$ cat config.mk
export PLATFORM = sky130hd
export DESIGN_NAME = rpn_sequencer
export DESIGN_NICKNAME = d
export VERILOG_FILES = /design/src/rtl/rpn_sequencer_pkg.sv /design/src/rtl/rpn_sequencer_bcd_digit_adder.sv /design/src/rtl/rpn_sequencer.sv
export SDC_FILE = /design/constraint.sdc
export NUM_CORES = 1
export LEC_CHECK = 0
export ABC_AREA = 1
export BUFFER_PORTS_ARGS = -buffer_cell sky130_fd_sc_hd__buf_2
export CORE_MARGIN = 2
export CORE_UTILIZATION = 55
export DETAILED_ROUTE_END_ITERATION = 8
export GPL_TIMING_DRIVEN = 0
export PLACE_DENSITY = 0.7
export SLEW_MARGIN = 30
export SYNTH_ARGS = -nofsm -noshare
export SYNTH_HDL_FRONTEND = slang
export SYNTH_HIERARCHICAL = 1
export SYNTH_SLANG_ARGS = --single-unit
$ cat constraint.sdc
create_clock -name CLK_25M -period 3.3 [get_ports CLK_25M]
set_clock_uncertainty 0.05 [all_clocks]
set_input_delay 0.165 -clock CLK_25M [delete_from_list [all_inputs] [get_ports CLK_25M]]
set_output_delay 0.165 -clock CLK_25M [all_outputs]
set_load 0.02 [all_outputs]
$ cat src/rtl/rpn_sequencer_pkg.sv
// Shared constants for the RPN calculator sequencer: PS/2 make codes, ASCII
// glyphs, FSM state encoding and result codes.
package rpn_sequencer_pkg;

   localparam logic [7:0] KC_BKSP     = 8'h66;
   localparam logic [7:0] KC_ENTER    = 8'h5A;
   localparam logic [7:0] KC_ESC      = 8'h76;
   localparam logic [7:0] KC_PLUS_KP  = 8'h79;
   localparam logic [7:0] KC_PLUS     = 8'h55;
   localparam logic [7:0] KC_MINUS_KP = 8'h7B;
   localparam logic [7:0] KC_MINUS    = 8'h4E;

   localparam logic [7:0] ASCII_ZERO  = 8'h30;
   localparam logic [7:0] ASCII_SPACE = 8'h20;
   localparam logic [7:0] ASCII_QMARK = 8'h3F;

   typedef enum logic [1:0] {
      ST_IDLE    = 2'd0,
      ST_ARITH   = 2'd1,
      ST_EMIT    = 2'd2,
      ST_NEWLINE = 2'd3
   } state_t;

   typedef enum logic [1:0] {
      ERR_OK    = 2'd0,
      ERR_FULL  = 2'd1,
      ERR_UNDER = 2'd2,
      ERR_CARRY = 2'd3
   } err_t;

   // {hit, bcd digit} for the top-row number keys
   function automatic logic [4:0] decode_digit(input logic [7:0] code);
      logic [4:0] r;
      r = '0;
      case (code)
         8'h45:   r = {1'b1, 4'd0};
         8'h16:   r = {1'b1, 4'd1};
         8'h1E:   r = {1'b1, 4'd2};
         8'h26:   r = {1'b1, 4'd3};
         8'h25:   r = {1'b1, 4'd4};
         8'h2E:   r = {1'b1, 4'd5};
         8'h36:   r = {1'b1, 4'd6};
         8'h3D:   r = {1'b1, 4'd7};
         8'h3E:   r = {1'b1, 4'd8};
         8'h46:   r = {1'b1, 4'd9};
         default: r = '0;
      endcase
      return r;
   endfunction

endpackage

$ cat src/rtl/rpn_sequencer_bcd_digit_adder.sv
// One BCD digit of add or subtract with carry/borrow in and out.
// Subtract yields the ten's-complement digit when a borrow is produced.
module rpn_sequencer_bcd_digit_adder (
   input  logic [3:0] a,
   input  logic [3:0] b,
   input  logic       cin,
   input  logic       sub,
   output logic [3:0] d,
   output logic       cout
);

   logic [4:0] sum_raw;
   logic [4:0] dif_raw;
   logic [3:0] sum_adj;
   logic [3:0] dif_adj;

   assign sum_raw = {1'b0, a} + {1'b0, b} + {4'b0, cin};
   assign dif_raw = {1'b0, a} - {1'b0, b} - {4'b0, cin};
   // -10 and +10 modulo 16 on the low nibble
   assign sum_adj = sum_raw[3:0] + 4'd6;
   assign dif_adj = dif_raw[3:0] + 4'd10;

   always_comb begin
      d    = sum_raw[3:0];
      cout = 1'b0;
      if (sub) begin
         d = dif_raw[3:0];
         if (dif_raw[4]) begin
            d    = dif_adj;
            cout = 1'b1;
         end
      end else if (sum_raw > 5'd9) begin
         d    = sum_adj;
         cout = 1'b1;
      end
   end

endmodule

$ cat src/rtl/rpn_sequencer.sv
// Keyboard-driven RPN calculator controller: builds BCD operands, runs the
// operand stack with nibble-serial add/subtract and echoes text to VGA_Text.
//
// state      | meaning
// -----------+--------------------------------------------------------------
// ST_IDLE    | Key_Ready high; digits, backspace and commands handled here
// ST_ARITH   | one BCD digit per cycle, LS first, carry/borrow rippled
// ST_EMIT    | result scanned MS first, leading zeros suppressed
// ST_NEWLINE | cursor to column 0 of the next line, then back to IDLE
module rpn_sequencer
   import rpn_sequencer_pkg::*;
#(
   parameter int DEPTH  = 8,
   parameter int DIGITS = 8,
   parameter int COLS   = 64,
   parameter int ROWS   = 30
) (
   input  logic       CLK_25M,
   input  logic       Reset_n,
   input  logic       Key_Valid,
   input  logic [7:0] Key_Code,
   input  logic       Key_Ext,
   output logic       Key_Ready,
   output logic [4:0] Line,
   output logic [6:0] Character,
   output logic [7:0] Glyph,
   output logic       Latch,
   output logic [1:0] Err_Code,
   output logic [3:0] Depth
);

   localparam int W      = 4 * DIGITS;
   localparam int IDX_W  = $clog2(DEPTH);
   localparam int CNT_W  = $clog2(DIGITS + 1);
   localparam int STEP_W = $clog2(DIGITS);

   localparam logic [3:0]        SP_FULL   = 4'(DEPTH);
   localparam logic [CNT_W-1:0]  CNT_FULL  = CNT_W'(DIGITS);
   localparam logic [STEP_W-1:0] STEP_LAST = STEP_W'(DIGITS - 1);
   localparam logic [4:0]        LINE_LAST = 5'(ROWS - 1);
   localparam logic [6:0]        COL_LAST  = 7'(COLS - 1);

   state_t            state_q, state_d;
   err_t              err_q, err_d;
   logic [3:0]        sp_q, sp_d;
   logic [W-1:0]      entry_q, entry_d;
   logic [CNT_W-1:0]  cnt_q, cnt_d;
   logic [W-1:0]      stack_q [DEPTH];
   logic [W-1:0]      stack_d [DEPTH];
   logic [W-1:0]      opa_q, opa_d;
   logic [W-1:0]      opb_q, opb_d;
   logic [W-1:0]      res_q, res_d;
   logic              carry_q, carry_d;
   logic              sub_q, sub_d;
   logic [STEP_W-1:0] step_q, step_d;
   logic              started_q, started_d;
   logic [4:0]        cur_line_q, cur_line_d;
   logic [6:0]        cur_col_q, cur_col_d;
   logic [4:0]        line_q, line_d;
   logic [6:0]        char_q, char_d;
   logic [7:0]        glyph_q, glyph_d;
   logic              latch_q, latch_d;

   logic             key_acc;
   logic [4:0]       dig_dec;
   logic             dig_hit;
   logic             is_plus, is_minus;
   logic             pend;
   logic [IDX_W-1:0] idx_m1, idx_m2;
   logic [3:0]       nib_sum;
   logic             nib_cout;
   logic [3:0]       emit_nib;
   logic [11:0]      cur_adv;

   function automatic logic [4:0] next_line(input logic [4:0] l);
      return (l == LINE_LAST) ? 5'd0 : l + 5'd1;
   endfunction

   rpn_sequencer_bcd_digit_adder u_digit (
      .a    (opa_q[3:0]),
      .b    (opb_q[3:0]),
      .cin  (carry_q),
      .sub  (sub_q),
      .d    (nib_sum),
      .cout (nib_cout)
   );

   assign key_acc  = Key_Valid & (state_q == ST_IDLE);
   assign dig_dec  = decode_digit(Key_Code);
   assign dig_hit  = dig_dec[4] & ~Key_Ext;
   assign is_plus  = (Key_Code == KC_PLUS_KP) || (Key_Code == KC_PLUS);
   assign is_minus = (Key_Code == KC_MINUS_KP) || (Key_Code == KC_MINUS);
   assign pend     = (cnt_q != '0);
   assign idx_m1   = IDX_W'(sp_q - 4'd1);
   assign idx_m2   = IDX_W'(sp_q - 4'd2);
   assign emit_nib = res_q[W-1 -: 4];
   assign cur_adv  = (cur_col_q == COL_LAST) ? {next_line(cur_line_q), 7'd0}
                                             : {cur_line_q, cur_col_q + 7'd1};

   always_comb begin
      state_d    = state_q;
      err_d      = err_q;
      sp_d       = sp_q;
      entry_d    = entry_q;
      cnt_d      = cnt_q;
      stack_d    = stack_q;
      opa_d      = opa_q;
      opb_d      = opb_q;
      res_d      = res_q;
      carry_d    = carry_q;
      sub_d      = sub_q;
      step_d     = step_q;
      started_d  = started_q;
      cur_line_d = cur_line_q;
      cur_col_d  = cur_col_q;
      line_d     = line_q;
      char_d     = char_q;
      glyph_d    = glyph_q;
      latch_d    = 1'b0;

      case (state_q)
         ST_IDLE: begin
            if (key_acc) begin
               if (dig_hit) begin
                  if (cnt_q != CNT_FULL) begin
                     entry_d                 = {entry_q[W-5:0], dig_dec[3:0]};
                     cnt_d                   = cnt_q + 1'b1;
                     latch_d                 = 1'b1;
                     line_d                  = cur_line_q;
                     char_d                  = cur_col_q;
                     glyph_d                 = ASCII_ZERO | {4'h0, dig_dec[3:0]};
                     {cur_line_d, cur_col_d} = cur_adv;
                  end
               end else if (Key_Code == KC_BKSP && !Key_Ext) begin
                  if (pend) begin
                     entry_d   = entry_q >> 4;
                     cnt_d     = cnt_q - 1'b1;
                     cur_col_d = (cur_col_q == 7'd0) ? 7'd0 : cur_col_q - 7'd1;
                     latch_d   = 1'b1;
                     line_d    = cur_line_q;
                     char_d    = cur_col_d;
                     glyph_d   = ASCII_SPACE;
                  end
               end else if (Key_Code == KC_ENTER && !Key_Ext) begin
                  if (sp_q != SP_FULL) begin
                     stack_d[sp_q[IDX_W-1:0]] = entry_q;
                     sp_d    = sp_q + 4'd1;
                     entry_d = '0;
                     cnt_d   = '0;
                     err_d   = ERR_OK;
                  end else begin
                     err_d = ERR_FULL;
                  end
                  state_d = ST_NEWLINE;
               end else if (Key_Code == KC_ESC && !Key_Ext) begin
                  sp_d    = 4'd0;
                  entry_d = '0;
                  cnt_d   = '0;
                  err_d   = ERR_OK;
                  state_d = ST_NEWLINE;
               end else if (is_plus || is_minus) begin
                  sub_d = is_minus;
                  if (pend && sp_q == SP_FULL) begin
                     err_d   = ERR_FULL;
                     state_d = ST_NEWLINE;
                  end else begin
                     if (pend) begin
                        stack_d[sp_q[IDX_W-1:0]] = entry_q;
                        sp_d    = sp_q + 4'd1;
                        entry_d = '0;
                        cnt_d   = '0;
                     end
                     if (sp_d < 4'd2) begin
                        err_d   = ERR_UNDER;
                        latch_d = 1'b1;
                        line_d  = cur_line_q;
                        char_d  = cur_col_q;
                        glyph_d = ASCII_QMARK;
                        state_d = ST_NEWLINE;
                     end else begin
                        // a pending entry becomes B directly; stack_q is not yet updated
                        opb_d   = pend ? entry_q : stack_q[idx_m1];
                        opa_d   = pend ? stack_q[idx_m1] : stack_q[idx_m2];
                        res_d   = '0;
                        carry_d = 1'b0;
                        step_d  = STEP_LAST;
                        state_d = ST_ARITH;
                     end
                  end
               end
            end
         end

         ST_ARITH: begin
            opa_d   = opa_q >> 4;
            opb_d   = opb_q >> 4;
            carry_d = nib_cout;
            res_d   = {nib_sum, res_q[W-1:4]};
            step_d  = step_q - 1'b1;
            if (step_q == '0) begin
               stack_d[idx_m2] = res_d;
               sp_d            = sp_q - 4'd1;
               err_d           = nib_cout ? ERR_CARRY : ERR_OK;
               cur_line_d      = next_line(cur_line_q);
               cur_col_d       = 7'd0;
               step_d          = STEP_LAST;
               started_d       = 1'b0;
               state_d         = ST_EMIT;
            end
         end

         ST_EMIT: begin
            res_d  = res_q << 4;
            step_d = step_q - 1'b1;
            if (emit_nib != 4'd0 || started_q || step_q == '0) begin
               started_d               = 1'b1;
               latch_d                 = 1'b1;
               line_d                  = cur_line_q;
               char_d                  = cur_col_q;
               glyph_d                 = ASCII_ZERO | {4'h0, emit_nib};
               {cur_line_d, cur_col_d} = cur_adv;
            end
            if (step_q == '0) state_d = ST_NEWLINE;
         end

         ST_NEWLINE: begin
            cur_line_d = next_line(cur_line_q);
            cur_col_d  = 7'd0;
            state_d    = ST_IDLE;
         end

         default: state_d = ST_IDLE;
      endcase
   end

   always_ff @(posedge CLK_25M or negedge Reset_n) begin
      if (!Reset_n) begin
         state_q    <= ST_IDLE;
         err_q      <= ERR_OK;
         sp_q       <= 4'd0;
         entry_q    <= '0;
         cnt_q      <= '0;
         for (int i = 0; i < DEPTH; i++) stack_q[i] <= '0;
         opa_q      <= '0;
         opb_q      <= '0;
         res_q      <= '0;
         carry_q    <= 1'b0;
         sub_q      <= 1'b0;
         step_q     <= '0;
         started_q  <= 1'b0;
         cur_line_q <= 5'd0;
         cur_col_q  <= 7'd0;
         line_q     <= 5'd0;
         char_q     <= 7'd0;
         glyph_q    <= 8'd0;
         latch_q    <= 1'b0;
      end else begin
         state_q    <= state_d;
         err_q      <= err_d;
         sp_q       <= sp_d;
         entry_q    <= entry_d;
         cnt_q      <= cnt_d;
         stack_q    <= stack_d;
         opa_q      <= opa_d;
         opb_q      <= opb_d;
         res_q      <= res_d;
         carry_q    <= carry_d;
         sub_q      <= sub_d;
         step_q     <= step_d;
         started_q  <= started_d;
         cur_line_q <= cur_line_d;
         cur_col_q  <= cur_col_d;
         line_q     <= line_d;
         char_q     <= char_d;
         glyph_q    <= glyph_d;
         latch_q    <= latch_d;
      end
   end

   assign Key_Ready = (state_q == ST_IDLE);
   assign Line      = line_q;
   assign Character = char_q;
   assign Glyph     = glyph_q;
   assign Latch     = latch_q;
   assign Err_Code  = err_q;
   assign Depth     = sp_q;

endmodule

* Word level (Yosys, flattened, before mapping)
Index checks and enable logic that the tools add are counted.
Operators by class: order comparisons 7, multiplexer cells 207, bitwise logic cells 10, multipliers 0, divide/modulo/power cells 0, reductions and logical operators 34, shifts and indexed selects 0, add/subtract/negate cells 15, eq/ne operators 60
Operators by type and width (number):
- 256-bit 2-to-1 mux | 10
- 32-bit 2-to-1 mux | 42
- 256-bit bitwise mux | 2
- 256-bit case mux with 2 select lines | 1
- 32-bit binary-select mux with 3-bit select | 2
- 32-bit demux with 3-bit select | 2
- 32-bit case mux with 2 select lines | 2
- 7-bit 2-to-1 mux | 18
- 4-bit 2-to-1 mux | 31
- 32-bit case mux with 3 select lines | 1
- 8-bit 2-to-1 mux | 11
- 5-bit 2-to-1 mux | 17
- 8-bit by 7-bit == test with 1-bit output (second input constant) | 9
- 5-bit case mux with 10 select lines | 1
- 8-bit by 6-bit == test with 1-bit output (second input constant) | 6
- 2-bit 2-to-1 mux | 20
- 4-bit != test (second input constant) | 7
- 7-bit case mux with 4 select lines | 1
- 3-bit 2-to-1 mux | 9
- 1-bit 2-to-1 mux | 25
- 5-bit case mux with 4 select lines | 1
- 10-bit AND reduction | 2
- 2-bit != test (second input constant) | 9
- 9-bit AND reduction | 2
- other kinds (59) | 102
Word-level totals: bits in latches 0, input bits 12, bits in writable memories 0, bits in read-only memories 0, word-level logic and storage cells 359, memories kept 0, flip-flop bits (word level) 435, output and inout bits 28

* Longest topological paths before layout
depth in word-level cells 20, gate-level depth with buffers 19, gate-level depth less buffers 18

* Cells and area by module
Netlist, hierarchy kept.
Modules (own cells, without submodules):
- rpn_sequencer | area each 27066.0 µm², instances 1, sequential area each 10835.4 µm², cells an instance 3862
- rpn_sequencer_bcd_digit_adder | area each 621.8 µm², instances 1, sequential area each 0.0 µm², cells an instance 110

* Worst setup path after synthesis
No wires, ideal clock.
path type register -> register, start point register sp_q[0] (netlist: Depth[0]), end point register res_q[10], required time 3.133 ns, setup time 0.117 ns, setup slack -0.024 ns, arrival 3.157 ns, period minus slack after synthesis 3.324 ns, stages on the path, launching flop included 18, buffers on the path 6, cell sequence dfrtp_1 -> buf_2 -> clkinv_1 -> clkbuf_1 -> buf_2 -> clkbuf_1 -> ha_1 -> clkbuf_1 -> clkinv_1 -> nand2_1 -> o21ai_0 -> nand4_1 -> nand2_1 -> nor3_4 -> inv_2 -> clkbuf_1 -> nand2_1 -> nand2_1
Between the ends: cells in the longest elaborated chain, start to end 13, elaborated cells between the ends (all ways) 16, those cells by class 1 x add/sub; 1 x order compare; 3 x eq/ne; 9 x mux; 2 x reduce/logical
RTL lines:
- start, declared | RTL line rpn_sequencer.sv:45 | logic [3:0] sp_q, sp_d;
- start signal, assigned | RTL line rpn_sequencer.sv:260 | sp_q <= sp_d;
- 4-bit by 1-bit adder with 4-bit output | RTL line rpn_sequencer.sv:169 | sp_d = sp_q + 4'd1;
- 4-bit 2-to-1 mux | RTL line rpn_sequencer.sv:167 | if (pend) begin
- 4-bit 2-to-1 mux | RTL line rpn_sequencer.sv:163 | if (pend && sp_q == SP_FULL) begin
- 4-bit 2-to-1 mux | RTL line rpn_sequencer.sv:161 | end else if (is_plus || is_minus) begin
- 4-bit 2-to-1 mux | RTL line rpn_sequencer.sv:155 | end else if (Key_Code == KC_ESC && !Key_Ext) begin
- 4-bit 2-to-1 mux | RTL line rpn_sequencer.sv:144 | end else if (Key_Code == KC_ENTER && !Key_Ext) begin
- 4-bit 2-to-1 mux | RTL line rpn_sequencer.sv:134 | end else if (Key_Code == KC_BKSP && !Key_Ext) begin
- 4-bit 2-to-1 mux | RTL line rpn_sequencer.sv:124 | if (dig_hit) begin
- 4-bit 2-to-1 mux | RTL line rpn_sequencer.sv:123 | if (key_acc) begin
- 4-bit 2-to-1 mux | RTL line rpn_sequencer.sv:121 | case (state_q)
- 4-bit by 2-bit less-than comparator with 1-bit output | RTL line rpn_sequencer.sv:173 | if (sp_d < 4'd2) begin
- 2-bit != test (no line)
- 9-bit AND reduction (no line) (*)
- end signal, assigned | RTL line rpn_sequencer.sv:266 | res_q <= res_d;
- end, declared | RTL line rpn_sequencer.sv:52 | logic [W-1:0] res_q, res_d;
Mark *: on every way between the ends. The rest lies on a longest branch, timed or not. The select of a mux whose other input is x is not followed. A chain may end at the register's enable or synchronous reset.

* Final worst setup path
start point register sp_q[1] (netlist: Depth[1]), end point register stack_q[93] (netlist name)
Between the ends: cells in the longest elaborated chain, start to end 15, elaborated cells between the ends (all ways) 32, those cells by class 1 x add/sub; 4 x order compare; 4 x eq/ne; 17 x mux; 2 x bitwise; 4 x reduce/logical
RTL lines:
- 3-bit NOT with 4-bit output (implied by the code) | RTL line rpn_sequencer.sv:146, rpn_sequencer.sv:168
- 4-bit greater-or-equal comparator (implied by the code) / 4-bit by 1-bit less-than comparator with 1-bit output (equally long branches) | RTL line rpn_sequencer.sv:146, rpn_sequencer.sv:168
- 1-bit logical AND (implied by the code) | RTL line rpn_sequencer.sv:146, rpn_sequencer.sv:168
- 32-bit 2-to-1 mux (implied by the code) | RTL line rpn_sequencer.sv:146, rpn_sequencer.sv:168
- 32-bit demux with 3-bit select | RTL line rpn_sequencer.sv:146, rpn_sequencer.sv:168
- 256-bit bitwise mux | RTL line rpn_sequencer.sv:146, rpn_sequencer.sv:168
- 256-bit 2-to-1 mux | RTL line rpn_sequencer.sv:167
- 256-bit 2-to-1 mux | RTL line rpn_sequencer.sv:163
- 256-bit 2-to-1 mux | RTL line rpn_sequencer.sv:161
- 256-bit 2-to-1 mux | RTL line rpn_sequencer.sv:155
- 256-bit 2-to-1 mux | RTL line rpn_sequencer.sv:144
- 256-bit 2-to-1 mux | RTL line rpn_sequencer.sv:134
- 256-bit 2-to-1 mux | RTL line rpn_sequencer.sv:124
- 256-bit 2-to-1 mux | RTL line rpn_sequencer.sv:123
- 256-bit case mux with 2 select lines | RTL line rpn_sequencer.sv:121
- end signal, assigned | RTL line rpn_sequencer.sv:263 | stack_q <= stack_d;
- end, declared | RTL line rpn_sequencer.sv:48 | logic [W-1:0] stack_q [DEPTH];
Several ways; a longest one is shown, not always the timed one. The select of a mux whose other input is x is not followed.

==> results by group <==
Layout
  • Final non-filler cell total: 4,798
  • Final-stage net count: 4,133
  • Most common cell after layout, fill and taps aside: nand2_1
  • Ratio of cells with drive above 1 in the final layout: 0.09261
  • Most frequent cells in the layout: nand2_1 (1,165), nand3_1 (526), dfrtp_1 (429), o21ai_0 (295), o22ai_1 (260)
  • Post-route cell area: 0.03150 sq mm
  • Area grow syn2layout: 13.76%

Worst setup path
  • CP Capture Type: register
  • Critical path cell sequence: buf_6, inv_1, clkbuf_4, ha_1, nand2_1, clkbuf_2, clkbuf_1, o22ai_1, nand3_1, nand2_1
  • CP top delay family: buffers and inverters
  • Reg2reg path depth: 10
  • Reg2reg end: stack_q[93]
  • Crit path launch type: register
  • CP startpoint: Depth[1]
  • Critical Path End: stack_q[93]
  • Crit path required time: 3.76 ns
  • Stages on worst setup path: 10
  • Critical path class: reg2reg
  • Most used cell, CP: nand2_1
  • R2R Setup Slk: -0.06 ns
  • Worst-path fanout max: 13
  • CP max stage delay: 0.76 ns
  • CP bufs+invs: 5
  • Worst EP arrival: 3.82 ns
  • Slowest stage cell, crit path: clkbuf_1
  • Worst reg2reg startpoint: Depth[1]

STA
  • Final worst slack: -0.05667 ns
  • RSZ-0062 raised after global routing: yes
  • FMAX: a little under 300 MHz
  • Post-route clock period utilization: 1.017
  • WHS: 0.02125 ns
  • Final Setup Violations: 11
  • Fin crit period: 3.357 ns
  • Final Hold Viols: 0
  • Worst-margin pin slew: between 1 and 1.5 ns
  • Slew Limit Fails: 0
  • Slew headroom: 0.2425

Logic synthesis
  • Syn. warnings: 6
  • Post-synth top flop: dfrtp_1
  • Area share of the largest cell type after synthesis: 0.3913
  • Syn avg cell area: 6.971 sq um
  • Post-synth EDFFs: 0
  • Synth Register Bits: 433
  • Area leader, netlist: dfrtp_1
  • Leading post-synthesis cells by cell area: dfrtp_1 (39%), nand2_1 (16%), nand3_1 (9.6%), o22ai_1 (5.9%), o21ai_0 (5.5%)
  • Cell area after synthesis: 0.02769 sq mm
  • Post-synth ARST share: 1.000
  • Library cells used by synthesis: 38
  • Gate Count Post-Synth: ~4.0k
  • Seq/Total Area, Yosys: 0.3913

Power and ir drop
  • Leak: roughly 15 nW
  • Worst VDD drop: 1.029 mV
  • Pwr/cell area: 1028 mW/mm^2
  • Design Power: 32.38 mW

Floorplan
  • Core Area: 0.04997 sq mm
  • DIE AREA: 0.05215 sq mm
  • Std cell rows: 82
  • Die W: 228.4 um
  • IO Pins: 40
  • Starting Density: 0.5541
  • Die H: 228.4 um

Run status
  • Failing checks: negative setup slack
  • Status: finished, violations left

Clock network
  • Skew-Pair Late Insertion Delay: 0.63 ns
  • CTS tree: built
  • CTS clk-pin slew, worst paths: roughly 0.06 ns
  • CTS Root Cell: clkbuf_16
  • TritonCTS buffer count: 50
  • CTS Sinks: ~430
  • Max clock buf depth: 3
  • H-Tree Depth: 2

GRT
  • First-pass GRT wire length: 181,400 um
  • Global route overflow: 0
  • Largest net degree at the start of global routing: 81
  • Gr usage total: 0.4615
  • GRT busiest layer: met2
  • Number of global-route vias before repair: 28.86k
  • Met2 usage: 0.6724
  • Initial antenna violation count: 3
  • Met1 usage: 0.6000
  • Met3 Usage GRT: 0.1744

Placed design
  • Detailed Place HPWL: 89,590 um
  • Placed instance area: 0.02887 sq mm
  • Buffers added on ports: 37
  • GP Congestion: 1.074
  • Inst Count DP: 4,687

Drt
  • First-pass detailed-route iteration total: 7
  • Vias per cell: approximately 6.4
  • DRT antenna net count: 0
  • Routed via count: 30.88k
  • 1st-iter DRT viols: ~5.1k
  • WL/cell: 25.40 um
  • Routed wire length: 121,900 um
  • DRC errors left: 0

Min path
  • Worst hold path class: in2async

Flow run
  • Max-Cap Viols: 0
synth_stat cells, types with 2 or more instances:
cell / count
a21oi_1: 203
buf_2: 60
xnor2_1: 5
o21bai_1: 2
nor2_1: 87
clkinv_1: 3
nor3_1: 10
buf_1: 16
nand3_1: 530
nor2_2: 6
o22ai_1: 261
fa_1: 4
nand4_2: 2
o21ai_1: 8
dfrtp_1: 433
buf_4: 15
o21ai_0: 302
xor2_1: 11
o21a_1: 52
nand4_1: 47
nand2_2: 8
ha_1: 31
inv_2: 4
or2_2: 28
clkbuf_1: 232
inv_1: 257
nand2_1: 1205
o211ai_1: 113
o221ai_1: 28
kinds of logic (layout without fill, tap and decap cells):
logic type	after synthesis	count (layout)	share of synthesized area
flops	433	433	0.3913
simple gates	1927	1927	0.2952
compound gates	972	972	0.2067
xor+xnor	16	16	0.005061
other cells	1	3	0.0001354
buf+inv	588	740	0.08473
fa+ha+maj	35	35	0.01690
registers in the layout, summed over array words and instances, names as in the netlist:
signal and count:
stack_q 256, entry_q 32, Character 7, opa_q 32
Latch 1, started_q 1, cur_col_q 7, state_q 2
cnt_q 4, step_q 3, Err_Code 2, Glyph 6
cur_line_q 5, Depth 4, Line 5, res_q 32
sub_q 1, opb_q 32, carry_q 1
worst min path at each step:
stage             start           end  slack [ns]  depth (start not counted)
4_1_cts         Key_Ext      Depth[0]        0.03                          6
3_5_place_dp    Reset_n      res_q[9]        0.08                          1
2_1_floorplan   Reset_n  Character[0]       -0.18                          0
6_report        Reset_n     res_q[16]        0.02                          2
3_3_place_gp   Glyph[5]      Glyph[5]        0.40                          1
5_1_grt         Reset_n     res_q[17]        0.07                          2
metal layers:
layer,share of wire,wire [um],vias up
met1,0.38,46540,14398
met4,0.061,7426,4
li1,-,-,13798
met5,0.00060,73,-
met3,0.14,17410,486
met2,0.41,50430,2198
final cells by class:
class,count,area (sq um)
repair buffers,64,594.3
inverters,264,1003
plain buffers,321,1715
clock inverters,29,292.8
clock buffers,62,1440
fillers,4777,18470
well taps,672,840.8
diodes,1,2.502
flip-flops and latches,433,10840
multi-input cells,2952,14770
report_power, final:
group	internal, mW	total (mW)	leakage, nW	switching, mW
clock	3.48	5.99	0.855	2.51
combinational	5.45	19.8	8.04	14.4
sequential	6.04	6.54	5.87	0.501
total	15.0	32.4	14.8	17.4
through the flow:
stage	setup TNS, ns	util	setup slack (ns)
2_1_floorplan	0	-	0.03151
3_3_place_gp	-3744.26	0.5748	-7.747
3_5_place_dp	-768.34	0.5778	-2.747
4_1_cts	0	0.6231	0.001907
5_1_grt	-0.5651	0.6303	-0.06647
6_report	-0.1556	0.6304	-0.05667
timing repair:
| item | in CTS | in global routing |
|---|---|---|
| setup endpoints to repair | 418 | 403 |
| resized for setup | 136 | 116 |
| hold endpoints to repair | 210 | 0 |
| pin swaps | 8 | 16 |
| cloned | 3 | 2 |
| hold buffers | 3 | 0 |
| buffers inserted | 9 | 5 |
Note: power is estimated with default switching activity, not from simulation.
